--- src/rtl/cv32e40p_apu_arb_pkg.sv ---
// cv32e40p_apu_arb_pkg: shared types and defaults for the cluster APU arbiter
package cv32e40p_apu_arb_pkg;
   localparam int PERF_W_DEF  = 32;
   localparam int ARB_MAX_REQ = 8;
   function automatic int arb_id_w(input int n);
      return (n > 2) ? $clog2(n) : 1;
   endfunction
   typedef logic [arb_id_w(ARB_MAX_REQ)-1:0] arb_id_t;
   typedef enum logic {ARB_UNLOCKED, ARB_LOCKED} arb_lock_e;
endpackage

--- src/rtl/cv32e40p_apu_core_pkg.sv ---
// cv32e40p_apu_core_pkg: APU interface widths shared by the cores and the FPU wrapper
package cv32e40p_apu_core_pkg;
   localparam int APU_NARGS_CPU    = 3;
   localparam int APU_WOP_CPU      = 6;
   localparam int APU_NDSFLAGS_CPU = 15;
   localparam int APU_NUSFLAGS_CPU = 5;
endpackage

--- src/rtl/cv32e40p_apu_arb_id_fifo.sv ---
// cv32e40p_apu_arb_id_fifo: in-order FIFO of requester IDs for outstanding FPU operations
module cv32e40p_apu_arb_id_fifo #(
   parameter int DEPTH = 4,
   parameter int W     = 1,
   localparam int PW   = (DEPTH > 1) ? $clog2(DEPTH) : 1,
   localparam int CW   = $clog2(DEPTH + 1)
) (
   input  logic          clk_i,
   input  logic          rst_ni,
   input  logic          push_i,
   input  logic [W-1:0]  data_i,
   input  logic          pop_i,
   output logic [W-1:0]  data_o,
   output logic          full_o,
   output logic          empty_o,
   output logic [CW-1:0] count_o
);
   logic [DEPTH-1:0][W-1:0] mem_q, mem_d;
   logic [PW-1:0] wp_q, wp_d, rp_q, rp_d;
   logic [CW-1:0] cnt_q, cnt_d;

   function automatic logic [PW-1:0] inc(input logic [PW-1:0] p);
      return (p == PW'(DEPTH - 1)) ? '0 : p + PW'(1);
   endfunction

   always_comb begin
      mem_d = mem_q;
      if (push_i) mem_d[wp_q] = data_i;
      wp_d  = push_i ? inc(wp_q) : wp_q;
      rp_d  = pop_i ? inc(rp_q) : rp_q;
      cnt_d = cnt_q + CW'(push_i) - CW'(pop_i);
   end

   always_ff @(posedge clk_i or negedge rst_ni) begin
      if (!rst_ni) begin
         mem_q <= '0;
         wp_q  <= '0;
         rp_q  <= '0;
         cnt_q <= '0;
      end else begin
         mem_q <= mem_d;
         wp_q  <= wp_d;
         rp_q  <= rp_d;
         cnt_q <= cnt_d;
      end
   end

   assign data_o  = mem_q[rp_q];
   assign full_o  = cnt_q == CW'(DEPTH);
   assign empty_o = cnt_q == '0;
   assign count_o = cnt_q;
endmodule

--- src/rtl/cv32e40p_apu_arbiter.sv ---
// cv32e40p_apu_arbiter: round-robin share of one FPU among NUM_REQ cores, in-order response routing.
// Define CV32E40P_APU_ARB_PERF_EN to add per-core saturating issue/stall counters.
module cv32e40p_apu_arbiter
   import cv32e40p_apu_arb_pkg::*;
   import cv32e40p_apu_core_pkg::*;
#(
   parameter int NUM_REQ = 2,
   parameter int DEPTH   = 4
`ifdef CV32E40P_APU_ARB_PERF_EN
   ,parameter int PERF_W = PERF_W_DEF
`endif
) (
   input  logic                                               clk_i,
   input  logic                                               rst_ni,
   input  logic [NUM_REQ-1:0]                                 req_apu_req_i,
   output logic [NUM_REQ-1:0]                                 req_apu_gnt_o,
   input  logic [NUM_REQ-1:0][APU_NARGS_CPU-1:0][31:0]        req_apu_operands_i,
   input  logic [NUM_REQ-1:0][APU_WOP_CPU-1:0]                req_apu_op_i,
   input  logic [NUM_REQ-1:0][APU_NDSFLAGS_CPU-1:0]           req_apu_flags_i,
   output logic [NUM_REQ-1:0]                                 req_apu_rvalid_o,
   output logic [31:0]                                        req_apu_rdata_o,
   output logic [APU_NUSFLAGS_CPU-1:0]                        req_apu_rflags_o,
   output logic                                               fpu_req_o,
   input  logic                                               fpu_gnt_i,
   output logic [APU_NARGS_CPU-1:0][31:0]                     fpu_operands_o,
   output logic [APU_WOP_CPU-1:0]                             fpu_op_o,
   output logic [APU_NDSFLAGS_CPU-1:0]                        fpu_flags_o,
   input  logic                                               fpu_rvalid_i,
   input  logic [31:0]                                        fpu_rdata_i,
   input  logic [APU_NUSFLAGS_CPU-1:0]                        fpu_rflags_i,
   output logic                                               busy_o,
   output logic                                               spurious_rsp_o
`ifdef CV32E40P_APU_ARB_PERF_EN
   ,output logic [NUM_REQ-1:0][PERF_W-1:0]                    perf_issue_o,
   output logic [NUM_REQ-1:0][PERF_W-1:0]                     perf_stall_o
`endif
);
   localparam int IDW = arb_id_w(NUM_REQ);
   localparam int CW  = $clog2(DEPTH + 1);

   arb_lock_e      lock_q, lock_d;
   logic [IDW-1:0] win, win_rr, win_q, win_d, rr_q, rr_d, head;
   logic           full, empty, issue, pop, spur_q, spur_d;
   logic [CW-1:0]  count;

   function automatic logic [IDW-1:0] rr_idx(input logic [IDW-1:0] base, input int off);
      int k;
      k = int'(base) + off;
      return IDW'((k >= NUM_REQ) ? k - NUM_REQ : k);
   endfunction

   // Downward scan so the last hit is the first requester at or above rr_q.
   always_comb begin
      win_rr = rr_q;
      for (int i = NUM_REQ - 1; i >= 0; i--)
         if (req_apu_req_i[rr_idx(rr_q, i)]) win_rr = rr_idx(rr_q, i);
      win = (lock_q == ARB_LOCKED) ? win_q : win_rr;
   end

   always_comb begin
      fpu_req_o        = |req_apu_req_i & ~full;
      issue            = fpu_req_o & fpu_gnt_i;
      pop              = fpu_rvalid_i & ~empty;
      fpu_operands_o   = fpu_req_o ? req_apu_operands_i[win] : '0;
      fpu_op_o         = fpu_req_o ? req_apu_op_i[win] : '0;
      fpu_flags_o      = fpu_req_o ? req_apu_flags_i[win] : '0;
      req_apu_gnt_o    = '0;
      req_apu_gnt_o[win] = issue;
      req_apu_rvalid_o = '0;
      req_apu_rvalid_o[head] = pop;
      lock_d           = issue ? ARB_UNLOCKED : (fpu_req_o ? ARB_LOCKED : lock_q);
      win_d            = fpu_req_o ? win : win_q;
      rr_d             = issue ? rr_idx(win, 1) : rr_q;
      spur_d           = spur_q | (fpu_rvalid_i & empty);
   end

   always_ff @(posedge clk_i or negedge rst_ni) begin
      if (!rst_ni) begin
         lock_q <= ARB_UNLOCKED;
         win_q  <= '0;
         rr_q   <= '0;
         spur_q <= 1'b0;
      end else begin
         lock_q <= lock_d;
         win_q  <= win_d;
         rr_q   <= rr_d;
         spur_q <= spur_d;
      end
   end

   cv32e40p_apu_arb_id_fifo #(.DEPTH(DEPTH), .W(IDW)) i_id_fifo (
      .clk_i   (clk_i),
      .rst_ni  (rst_ni),
      .push_i  (issue),
      .data_i  (win),
      .pop_i   (pop),
      .data_o  (head),
      .full_o  (full),
      .empty_o (empty),
      .count_o (count)
   );

   assign req_apu_rdata_o  = fpu_rdata_i;
   assign req_apu_rflags_o = fpu_rflags_i;
   assign busy_o           = |count;
   assign spurious_rsp_o   = spur_q;

`ifdef CV32E40P_APU_ARB_PERF_EN
   logic [NUM_REQ-1:0][PERF_W-1:0] perf_issue_q, perf_issue_d, perf_stall_q, perf_stall_d;

   always_comb begin
      for (int i = 0; i < NUM_REQ; i++) begin
         perf_issue_d[i] = perf_issue_q[i] + PERF_W'(req_apu_gnt_o[i] & ~&perf_issue_q[i]);
         perf_stall_d[i] = perf_stall_q[i] + PERF_W'(req_apu_req_i[i] & ~req_apu_gnt_o[i] & ~&perf_stall_q[i]);
      end
   end

   always_ff @(posedge clk_i or negedge rst_ni) begin
      if (!rst_ni) begin
         perf_issue_q <= '0;
         perf_stall_q <= '0;
      end else begin
         perf_issue_q <= perf_issue_d;
         perf_stall_q <= perf_stall_d;
      end
   end

   assign perf_issue_o = perf_issue_q;
   assign perf_stall_o = perf_stall_q;
`endif
endmodule
--- config.mk ---
export PLATFORM = sky130hd
export DESIGN_NAME = cv32e40p_apu_arbiter
export DESIGN_NICKNAME = d
export VERILOG_FILES = /design/src/rtl/cv32e40p_apu_arb_pkg.sv /design/src/rtl/cv32e40p_apu_core_pkg.sv /design/src/rtl/cv32e40p_apu_arb_id_fifo.sv /design/src/rtl/cv32e40p_apu_arbiter.sv
export SDC_FILE = /design/constraint.sdc
export NUM_CORES = 1
export LEC_CHECK = 0
export BUFFER_PORTS_ARGS = -buffer_cell sky130_fd_sc_hd__buf_2
export CORE_AREA = 4 4 171 173
export CTS_CLUSTER_SIZE = 30
export DETAILED_ROUTE_END_ITERATION = 8
export DIE_AREA = 0 0 175 177
export SKIP_CTS_REPAIR_TIMING = 1
export SYNTH_ARGS = -nofsm -noshare
export SYNTH_HDL_FRONTEND = slang
export SYNTH_SLANG_ARGS = --single-unit
--- constraint.sdc ---
create_clock -name clk_i -period 3.6 [get_ports clk_i]
set_clock_uncertainty 0.15 [all_clocks]
set_input_delay 1.08 -clock clk_i [delete_from_list [all_inputs] [get_ports clk_i]]
set_output_delay 1.08 -clock clk_i [all_outputs]
set_load 0.01 [all_outputs]
# Word level (Yosys, flattened, before mapping)
# Cells that the tools add are included.
# totals
regBits,15
inputBits,277
output_inout_bits,161
wordCells,83
# classes
n_addsub,9
order_cmp,12
eq_ne,3
muxes,32
bitwise_logic,9
reduce_logical,7
# ops
cell,n
2-to-1 mux 96 bit,3
2-to-1 mux 15 bit,3
2-to-1 mux 6 bit,3
2-to-1 mux 1 bit,16
"less-than comparator 1 x 2 -> 1 bit, second input constant",4
"less-than comparator 2 x 3 -> 1 bit, second input constant",2
"adder 1 x 1 -> 2 bit, second input constant",2
"adder 2 x 1 -> 2 bit, second input constant",2
AND 1 bit,4
AND 2 bit,2
bitwise mux 4 bit,1
"== test 2 bit, second input constant",2
">= comparator 2 bit, second input constant",2
2-to-1 mux 2 bit,2
adder 3 x 1 -> 3 bit,1
"== test 3 bit, second input constant",1
logical AND 1 bit,3
zero test 3 bit,1
OR reduction 3 bit,1
"subtractor 1 bit, second input constant",3
subtractor 3 x 1 -> 3 bit,1
binary-select mux 1 bit (select 2 bit),1
demux 1 bit (select 1 bit),2
demux 1 bit (select 2 bit),1
other kinds (7),9

# Longest topological paths before layout
# Gate-level depths: netlist of run 1.
# depth
word_depth,13
mapped_depth,8
mapped_depth_nobuf,7

# Hierarchy
# Synthesis of run 1 repeated with hierarchy kept, for this count alone.
# hier_totals
hier_cells,524
hier_area_um2,3106.7
# modules_own_cells
mod,n_inst,cells_per_inst,area_each_um2,seq_area_each_um2
cv32e40p_apu_arbiter,1,479,2537.4,100.1
cv32e40p_apu_arb_id_fifo,1,45,569.3,275.3

# Least setup slack after synthesis of run 1
# Ideal clock, no wire load.
# synth_timing
path_type,input-to-output
startpoint,input req_apu_req_i[1]
endpoint,output fpu_flags_o[0]
arrival_ns,2.033
t_required_ns,2.370
setup_slack_ns,0.337
cell_stages,6
n_path_buf,2
path_cell_list,nor2b_2 o211ai_4 buf_6 buf_2 nand4_1 o21ai_1
# synth_between
elab_chain_cells,8
word_cells_on_any_way,12
classes_between,mux (10); bitwise (1); reduce/logical (1)
# synth_lines
item,line,rtl
start: declaration,cv32e40p_apu_arbiter.sv:15,"input logic [NUM_REQ-1:0] req_apu_req_i,"
2-to-1 mux 1 bit (implied by the code) (2 in a row),cv32e40p_apu_arbiter.sv:56,"if (req_apu_req_i[rr_idx(rr_q, i)]) win_rr = rr_idx(rr_q, i);"
2-to-1 mux 1 bit (2 in a row),cv32e40p_apu_arbiter.sv:56,
2-to-1 mux 1 bit,cv32e40p_apu_arbiter.sv:57,win = (lock_q == ARB_LOCKED) ? win_q : win_rr;
2-to-1 mux 15 bit (implied by the code) (2 in a row),cv32e40p_apu_arbiter.sv:66,fpu_flags_o = fpu_req_o ? req_apu_flags_i[win] : '0;
2-to-1 mux 15 bit *,cv32e40p_apu_arbiter.sv:66,
end: declaration,cv32e40p_apu_arbiter.sv:27,"output logic [APU_NDSFLAGS_CPU-1:0] fpu_flags_o,"
# Every way passes the cells marked *; elsewhere a longest branch is shown, timed or not. The select of a mux whose other input is x is not followed.

==> results of run 1 <==
[final cells by class]
| cell class | instances | share of cell area |
|---|---|---|
| Sequential cell | 15 | 0.0664 |
| Inverter | 5 | 0.00332 |
| Tap cell | 378 | 0.0837 |
| Clock inverter | 1 | 0.000886 |
| Clock buffer | 3 | 0.0133 |
| Multi-Input combinational cell | 402 | 0.401 |
| Antenna cell | 1 | 0.000443 |
| Timing Repair Buffer | 405 | 0.431 |
[worst reg2reg max path: stages, from the launching register on]
cell and delay (ns):
sky130_fd_sc_hd__dfrtp_1 0.42, sky130_fd_sc_hd__nor3b_2 0.33, sky130_fd_sc_hd__nor2_4 0.10, sky130_fd_sc_hd__buf_12 0.16, sky130_fd_sc_hd__buf_4 0.14, sky130_fd_sc_hd__nand2_1 0.11
sky130_fd_sc_hd__nand3_1 0.11, sky130_fd_sc_hd__fa_1 0.41, sky130_fd_sc_hd__xor2_1 0.16, sky130_fd_sc_hd__xnor2_1 0.12
[path summary, 6_finish.rpt]
| kind | from | depth (start not counted) | end | slack [ns] |
|---|---|---|---|---|
| min in group asynchronous | rst_ni | 1 | i_id_fifo.rp_q[0] | 0.59 |
| worst max register to register | i_id_fifo.count_o[1] | 9 | i_id_fifo.count_o[2] | 1.28 |
| worst max-delay path | req_apu_req_i[1] | 8 | fpu_operands_o[56] | 0.02 |
| worst min register to register | spurious_rsp_o | 1 | spurious_rsp_o | 0.32 |
| worst min-delay path | spurious_rsp_o | 1 | spurious_rsp_o | 0.32 |
| max in group asynchronous | rst_ni | 1 | i_id_fifo.count_o[1] | 2.46 |
[cells by family (layout without fill, tap and decap cells)]
family,after synthesis,after routing,share of synthesized area
multiplexers,4,4,0.0176
AO/OA/AOI/OAI,131,131,0.215
XOR/XNOR,3,3,0.00822
AND/OR/NAND/NOR,257,257,0.409
other,0,1,0
buffers and inverters,107,414,0.203
adder cells (fa/ha/maj),7,7,0.0298
flip-flops,15,15,0.117
[flip-flops by register name (all words and copies together) (netlist names)]
register / flops
i_id_fifo.mem_q: 4
i_id_fifo.rp_q: 2
spurious_rsp_o: 1
i_id_fifo.wp_q: 2
i_id_fifo.count_o: 3
win_q: 1
rr_q: 1
lock_q: 1
[layer usage]
metal / share of wire / wire, µm / track usage
met2: 0.49 / 9900 / 0.169
met3: 0.11 / 2190 / 0.0419
met5: 0.0020 / 41 / 0
met4: 0.025 / 505 / 0.0223
met1: 0.37 / 7420 / 0.107
[synth_stat cells, drive strengths merged]
library cell	n	area, µm²
buf	75	522
xor2	1	8.76
nor2b	1	8.76
o211ai	1	21.3
inv	5	18.8
a31oi	4	25.0
o21bai	1	7.51
or3	1	6.26
and3	1	6.26
nand2b	1	6.26
dfrtp	15	375
nand4	117	732
nor3	2	10.0
a21o	1	7.51
nand3	1	5.00
mux2	3	33.8
xnor2	2	17.5
and2	1	6.26
fa	1	20.0
o211a	1	10.0
a21oi	5	25.0
mux4	1	22.5
clkbuf	27	109
nor3b	2	25.0
ha	6	75.1
o21ai	118	591
nor2	9	43.8
nand2	121	457
[power by group through the flow]
stage | Sequential (mW) | Combinational [mW] | Clock [mW]
floorplan | 0.316 | 2.10 | 0
global placement | 0.333 | 3.19 | 0
detailed placement | 0.337 | 3.22 | 0
CTS | 0.335 | 3.23 | 0.222
global route | 0.349 | 4.21 | 0.231
finish | 0.333 | 3.87 | 0.215
==> impl_metrics.json, run 1 <==
{
  "pin_count": 438,
  "dr.pass1.iters": 5,
  "finish.utilization": 0.204,
  "cts.sink_count": 15,
  "finalSetupViolations": 0,
  "first_global_vias": 4572,
  "netSwitchingFraction": 0.539,
  "relative_contribution_of_combinational_cells_to_total_power": 0.876,
  "setup-tns-final_ns": 0,
  "drc": 0,
  "final_net_count": 1116,
  "synth-warning-count": 0,
  "cts_tree": "yes",
  "post_layout_nonfiller_instances": 1210,
  "post_synth_inst_count": 524,
  "numPortBuffers": 363,
  "final_layout_size_suffix_gt1_frac": 0.528,
  "timing.critical_path.from_type": "input pin",
  "timing_worst_setup_path_type": "input pin to output port",
  "syn-cell-area_um2": 3200,
  "hold_class": "register to register",
  "arrival_ns": 2.35,
  "maxCapViolCount": 0,
  "ir_drop_uv": 248,
  "synth_seq_cells": 15,
  "power_switching_mw": 2.38,
  "holdWs_ns": 0.324,
  "route.final.wire_length_um": 20100,
  "drtIter0Drc": 234,
  "power-per-cell-area_nw_per_um2": 782,
  "critPathMaxFanout": 7,
  "cts.reportedPaths.clkPinSlew_ns": 0.05,
  "ant_nets": 0,
  "layout_commonest_cell": "sky130_fd_sc_hd__buf_2",
  "timing.final.crit_share": 0.993,
  "max_slew.worst_pin.slew_ns": 0.431,
  "fin_crit_ns": 3.58,
  "max_freq_mhz": 280,
  "p_total_mw": 4.42,
  "crit_required_ns": 2.37,
  "grt_first_pass_wirelength_um": 24400,
  "power_leakage_nw": 2.95,
  "hpwl_reported_at_the_end_of_detailed_placement_um": 14400,
  "placement.setup.worst_slack_ns": -0.0475,
  "fp.dieW_um": 175,
  "crit_path_cell_trace": "buf_2 -> nor2b_4 -> o211a_1 -> nor2_4 -> buf_12 -> clkbuf_16 -> o21ai_2 -> buf_2",
  "cpMostUsedCell": "sky130_fd_sc_hd__buf_2",
  "clockRootBuffer": "sky130_fd_sc_hd__clkbuf_16",
  "multi_input_comb_area_um2": 2270,
  "cp-end-kind": "output port",
  "fp-row-count": 61,
  "grt_antenna_before_repair": 6,
  "postSynthAreaPerCell_um2": 6.10,
  "largest_net_degree_at_the_start_of_global_routing": 67,
  "drv_slew": 0,
  "worst_path_dominant_cell_family": "buffers and inverters",
  "timing.slew.headroom": 0.712,
  "drt-wirelength-per-cell_um": 16.6,
  "core_area_um2": 27600,
  "critical_path_buf_inv_count": 4,
  "post-route-worst-setup-slack_ns": 0.0250,
  "cts_inserted_buffers": 3,
  "clk_network_pwr_share": 0.049,
  "groute.usage.overall": 0.0960,
  "rsz0062_at_grt": "true",
  "start_util": 0.116,
  "timing.critical_path.slowest_stage_cell": "sky130_fd_sc_hd__o211a_1",
  "mappedNetlistNets": 808,
  "pwr-share-seq": 0.075,
  "synth_seq_area_share": 0.117,
  "finalHoldViolations": 0,
  "filler_cell_count": 3149,
  "outcome": "complete, no violations",
  "cell_int_power_mw": 2.04,
  "critPathMaxStageDelay_ns": 0.26,
  "finalWeightedCongestion": 0.776,
  "clk_path_buf_depth": 2,
  "netlist_cell_types": 37,
  "cts_max_level": 1,
  "placedInstanceArea_um2": 5130,
  "clock_insertion_delay_worst_skew_ns": 0.24,
  "area_delta_synth_final_pct": 76.8,
  "final_area_um2": 5650,
  "design.die.area_um2": 31000,
  "floorplan.die.height_um": 177,
  "layout.area.seq_um2": 375,
  "route.detailed.vias_per_inst": 4.31,
  "global_route.overflow_total": 0,
  "placedCellCount": 1185,
  "vias": 5219,
  "most_frequent_cells_in_the_layout": "sky130_fd_sc_hd__buf_2 (362), sky130_fd_sc_hd__nand2_1 (119), sky130_fd_sc_hd__nand4_1 (117), sky130_fd_sc_hd__o21ai_1 (84)"
}
Note: power is estimated with default switching activity, not from simulation.
==> run 2: changes to the inputs <==
Settings changed: CAP_MARGIN set to 30, RECOVER_POWER set to 25.
==> run 2 against run 1 <==
  * Sequential power about the same
  * Core utilization about the same
  * Register-to-register slack about the same
  * Cell area fell by 0.18%
  * Critical path depth stayed put
  * Routed wire length hardly changed
  * Via count shrank 0.29%
  * Non-clock buffer count unchanged
  * Sequential share of layout area barely moved
  * Maximum frequency hardly changed
==> impl_metrics.json, run 2 (synthesized netlist as in run 1, its figures left out) <==
{
  "drv_slew": 0,
  "fp.dieW_um": 175,
  "rr_endpoint": "i_id_fifo.count_o[2]",
  "clk_path_buf_depth": 2,
  "power-per-cell-area_nw_per_um2": 783,
  "first_global_vias": 4572,
  "dr_wl_met3_um": 2200,
  "timing.critical_path.from_type": "input pin",
  "arrival_ns": 2.34,
  "dr.pass1.iters": 5,
  "cts.sink_count": 15,
  "clock_insertion_delay_worst_skew_ns": 0.24,
  "rsz0062_at_grt": "true",
  "timing.reg2reg.setup_slack_ns": 1.27,
  "outcome": "complete, no violations",
  "vias": 5204,
  "crit-reg2reg-launch": "i_id_fifo.count_o[1]",
  "global_route.overflow_total": 0,
  "placedCellCount": 1185,
  "crit_path_cell_trace": "buf_2 -> nor2b_4 -> o211a_1 -> nor2_4 -> buf_12 -> clkbuf_16 -> o21ai_2 -> buf_2",
  "largest_reg_flops": 4,
  "cts.reportedPaths.clkPinSlew_ns": 0.05,
  "clockRootBuffer": "sky130_fd_sc_hd__clkbuf_16",
  "grt_antenna_before_repair": 6,
  "maxCapViolCount": 0,
  "cts_inserted_buffers": 3,
  "ir_drop_uv": 249,
  "r2r_cell_count": 9,
  "drtIter0Drc": 225,
  "cpMostUsedCell": "sky130_fd_sc_hd__buf_2",
  "cp-end-kind": "output port",
  "grt_first_pass_wirelength_um": 24400,
  "core_area_um2": 27600,
  "timing_worst_setup_path_type": "input pin to output port",
  "finalSetupViolations": 0,
  "hold_class": "register to register",
  "numPortBuffers": 363,
  "hpwl_reported_at_the_end_of_detailed_placement_um": 14400,
  "holdWs_ns": 0.328,
  "start_util": 0.116,
  "wl_met1_um": 7410,
  "drc": 0,
  "cts_max_level": 1,
  "finalWeightedCongestion": 0.776,
  "fp-row-count": 61,
  "layout_commonest_cell": "sky130_fd_sc_hd__buf_2",
  "placedInstanceArea_um2": 5130,
  "groute.usage.overall": 0.0960,
  "finalHoldViolations": 0,
  "ant_nets": 0,
  "design.die.area_um2": 31000,
  "max_freq_mhz": 280,
  "registers.top_by_ff_count": "i_id_fifo.mem_q",
  "final_net_count": 1116,
  "cts_tree": "yes",
  "worstHoldEndpoint": "spurious_rsp_o",
  "met2_wirelength_um": 9940,
  "power_leakage_nw": 2.94,
  "post_layout_nonfiller_instances": 1210,
  "timing.critical_path.slowest_stage_cell": "sky130_fd_sc_hd__o211a_1",
  "route.final.wire_length_um": 20000,
  "floorplan.die.height_um": 177,
  "timing.slew.headroom": 0.463,
  "final_area_um2": 5640,
  "largest_net_degree_at_the_start_of_global_routing": 67,
  "crit_required_ns": 2.37,
  "worstHoldStart": "spurious_rsp_o",
  "critPathMaxFanout": 7,
  "route.detailed.vias_per_inst": 4.30,
  "area_delta_synth_final_pct": 76.5,
  "fin_crit_ns": 3.57,
  "final_layout_size_suffix_gt1_frac": 0.522,
  "finish.utilization": 0.204,
  "top_layer": "met5",
  "timing.final.crit_share": 0.993,
  "most_frequent_cells_in_the_layout": "sky130_fd_sc_hd__buf_2 (359), sky130_fd_sc_hd__nand2_1 (120), sky130_fd_sc_hd__nand4_1 (117), sky130_fd_sc_hd__o21ai_1 (84), sky130_fd_sc_hd__o21ai_2 (18)",
  "pin_count": 438,
  "drt-wirelength-per-cell_um": 16.6,
  "max_slew.worst_pin.slew_ns": 0.806,
  "critPathMaxStageDelay_ns": 0.26,
  "hold-path-cell-count": 1
}
-- run 2: changes by cell type in the layout (fill, tap and decap cells not counted) --
cell	delta
sky130_fd_sc_hd__buf_2	-3
sky130_fd_sc_hd__nand2_1	+1
sky130_fd_sc_hd__clkbuf_1	+4
sky130_fd_sc_hd__buf_4	-1
sky130_fd_sc_hd__nand2_2	-1
-- run 2: metal layers --
layer / vias to the layer above / global-route usage
met5: - / 0
met1: 2368 / 0.107
met2: 311 / 0.169
met3: 30 / 0.0419
met4: 8 / 0.0223
li1: 2487 / -
-- run 2: worst max path at each step --
stage,cells past startpoint,from,end,slack [ns]
final,8,req_apu_req_i[1],fpu_operands_o[56],0.03
after global routing,8,req_apu_req_i[0],fpu_flags_o[13],-0.03
after CTS,7,req_apu_req_i[1],fpu_flags_o[0],-0.06
after detailed placement,7,req_apu_req_i[1],fpu_flags_o[0],-0.05
after global placement,7,req_apu_req_i[1],fpu_flags_o[0],-0.05
after floorplan,6,req_apu_req_i[1],fpu_flags_o[0],0.34
-- run 2: cell type report --
cell class | instances | area, µm²
Antenna cell | 1 | 2.50
Clock buffer | 3 | 75.1
Clock inverter | 1 | 5.00
Fill cell | 3155 | 22000
Inverter | 5 | 18.8
Multi-Input combinational cell | 402 | 2260
Sequential cell | 15 | 375
Tap cell | 378 | 473
Timing Repair Buffer | 405 | 2420
-- run 2: metrics by stage --
stage	TNS, ns	total power, mW	setup WS [ns]
after floorplan	0	2.42	0.337
after global placement	-0.0694	3.52	-0.0485
after detailed placement	-0.143	3.55	-0.0475
after CTS	-0.265	3.78	-0.0593
after global routing	-0.600	4.79	-0.0294
final	0	4.42	0.0266
-- run 2: worst max-delay path: cells and delay by family --
kind | cells | cell delay (ns)
AOI/OAI and AO/OA | 2 | 0.33
buffers and inverters | 4 | 0.61
and+or+nand+nor | 2 | 0.31
-- run 2: where the power goes --
part	switching, mW	internal [mW]	total, mW
Combinational	2.24	1.63	3.87
Clock	0.0667	0.148	0.215
Sequential	0.0770	0.257	0.334
Total	2.38	2.03	4.42
==> run 3: changes to the inputs <==
Clock period 3.6 ns to 4.45 ns, I/O delays scaled along.
==> run 3 against run 2 <==
  * Sequential cell count stayed put
  * Clock power shrank 19%
  * Routed wire length fell by 15%
  * Cell count decreased by 2.3%
  * Non-clock buffer count fell by 27
  * Die area did not move
  * Hold slack got worse by 0.0059 ns
  * Register-to-register slack better by 0.62 ns
  * Via count decreased by 4.8%
  * Core utilization down 1.7 points
  * Largest cell class is now multi-input combinational cells
==> impl_metrics.json, run 3 (synthesized netlist as in run 1, its figures left out) <==
{
  "clock_insertion_delay_worst_skew_ns": 0.24,
  "grt_antenna_before_repair": 5,
  "arrival_ns": 2.70,
  "timing.slew.headroom": 0.395,
  "ant_nets": 0,
  "layout_commonest_cell": "sky130_fd_sc_hd__buf_2",
  "first_global_vias": 4374,
  "ir_drop_uv": 331,
  "dr.pass1.iters": 5,
  "finalSetupViolations": 0,
  "finalHoldViolations": 0,
  "placedInstanceArea_um2": 5090,
  "maxCapViolCount": 0,
  "outcome": "complete, no violations",
  "power-per-cell-area_nw_per_um2": 585,
  "timing.critical_path.from_type": "input pin",
  "registers.top_by_ff_count": "i_id_fifo.mem_q",
  "filler_cell_count": 3221,
  "global_route.overflow_total": 0,
  "use_met3": 0.0370,
  "timing_worst_setup_path_type": "input pin to output port",
  "cts_tree": "yes",
  "clockRootBuffer": "sky130_fd_sc_hd__clkbuf_16",
  "largest_reg_flops": 4,
  "route.final.wire_length_um": 17100,
  "met2_usage": 0.167,
  "route.detailed.vias_per_inst": 4.19,
  "max_freq_mhz": 239,
  "use_met1": 0.113,
  "hold_class": "register to register",
  "numPortBuffers": 363,
  "grt_first_pass_wirelength_um": 24600,
  "design.die.area_um2": 31000,
  "core_area_um2": 27600,
  "grt_most_used_layer": "met2",
  "critPathMaxFanout": 65,
  "max_slew.worst_pin.slew_ns": 0.907,
  "fp.dieW_um": 175,
  "finish.utilization": 0.187,
  "pin_count": 438,
  "fin_crit_ns": 4.19,
  "final_area_um2": 5160,
  "start_util": 0.116,
  "rsz0062_at_grt": "false",
  "hpwl_reported_at_the_end_of_detailed_placement_um": 14100,
  "timing.final.crit_share": 0.941,
  "drv_slew": 0,
  "crit_required_ns": 2.96,
  "drtIter0Drc": 206,
  "multi_input_comb_area_um2": 2180,
  "final_net_count": 1089,
  "clk_path_buf_depth": 2,
  "cts_inserted_buffers": 3,
  "groute.usage.overall": 0.0964,
  "cts.sink_count": 15,
  "area_delta_synth_final_pct": 61.5,
  "floorplan.die.height_um": 177,
  "cts.reportedPaths.clkPinSlew_ns": 0.05,
  "drc": 0,
  "largest_net_degree_at_the_start_of_global_routing": 79,
  "setup-tns-final_ns": 0,
  "vias": 4953,
  "drt-wirelength-per-cell_um": 14.5,
  "antennaDiodeCount": 0,
  "layout.area.seq_um2": 375,
  "cp-end-kind": "output port",
  "fp-row-count": 61,
  "finalWeightedCongestion": 0.776,
  "power_leakage_nw": 2.69,
  "cts_max_level": 1,
  "most_frequent_cells_in_the_layout": "sky130_fd_sc_hd__buf_2 (359), sky130_fd_sc_hd__nand2_1 (120), sky130_fd_sc_hd__nand4_1 (117), sky130_fd_sc_hd__o21ai_1 (93), sky130_fd_sc_hd__o21ai_0 (25)",
  "final_layout_size_suffix_gt1_frac": 0.480
}
==> run 3: critical path, stage by stage <==
cell,delay (ns)
sky130_fd_sc_hd__buf_2,0.11
sky130_fd_sc_hd__nor2b_2,0.17
sky130_fd_sc_hd__o211a_1,0.25
sky130_fd_sc_hd__nor2_4,0.17
sky130_fd_sc_hd__buf_12,0.25
sky130_fd_sc_hd__o21ai_1,0.17
sky130_fd_sc_hd__buf_2,0.17
==> run 3: metal layers <==
layer  part of all wire  vias up
li1                   -     2419
met1               0.37     2206
met2               0.47      292
met3               0.12       30
met4              0.028        6
met5             0.0020        -
==> run 3: worst paths after layout <==
path | from | end | cells past startpoint | slack, ns
max | req_apu_req_i[1] | fpu_operands_o[74] | 7 | 0.26
min | spurious_rsp_o | spurious_rsp_o | 1 | 0.32
max reg2reg | i_id_fifo.count_o[2] | i_id_fifo.count_o[2] | 8 | 1.89
min reg2reg | spurious_rsp_o | spurious_rsp_o | 1 | 0.32
max in group asynchronous | rst_ni | i_id_fifo.rp_q[0] | 1 | 2.54
min in group asynchronous | rst_ni | spurious_rsp_o | 1 | 1.05
==> run 3: cell type report <==
type | count | area share
well taps | 378 | 0.0917
repair buffers | 378 | 0.394
clock buffers | 4 | 0.0153
multi-input cells | 402 | 0.423
inverters | 5 | 0.00364
flip-flops and latches | 15 | 0.0727
==> run 3: report_power, final <==
part	total [mW]	leakage, nW	switching, mW	internal [mW]
sequential	0.269	0.172	0.0614	0.208
clock	0.174	0.0382	0.0531	0.121
combinational	2.58	2.48	1.57	1.00
total	3.02	2.69	1.69	1.33
==> run 3: stage by stage <==
stage,cells,hold WS (ns),setup WS (ns),power [mW]
after floorplan,524,0.302,0.677,1.96
after global placement,1178,0.307,0.284,2.83
after detailed placement,1178,0.307,0.280,2.87
after CTS,1182,0.321,0.276,3.05
after global routing,1182,0.358,0.178,3.32
final,1182,0.323,0.261,3.02
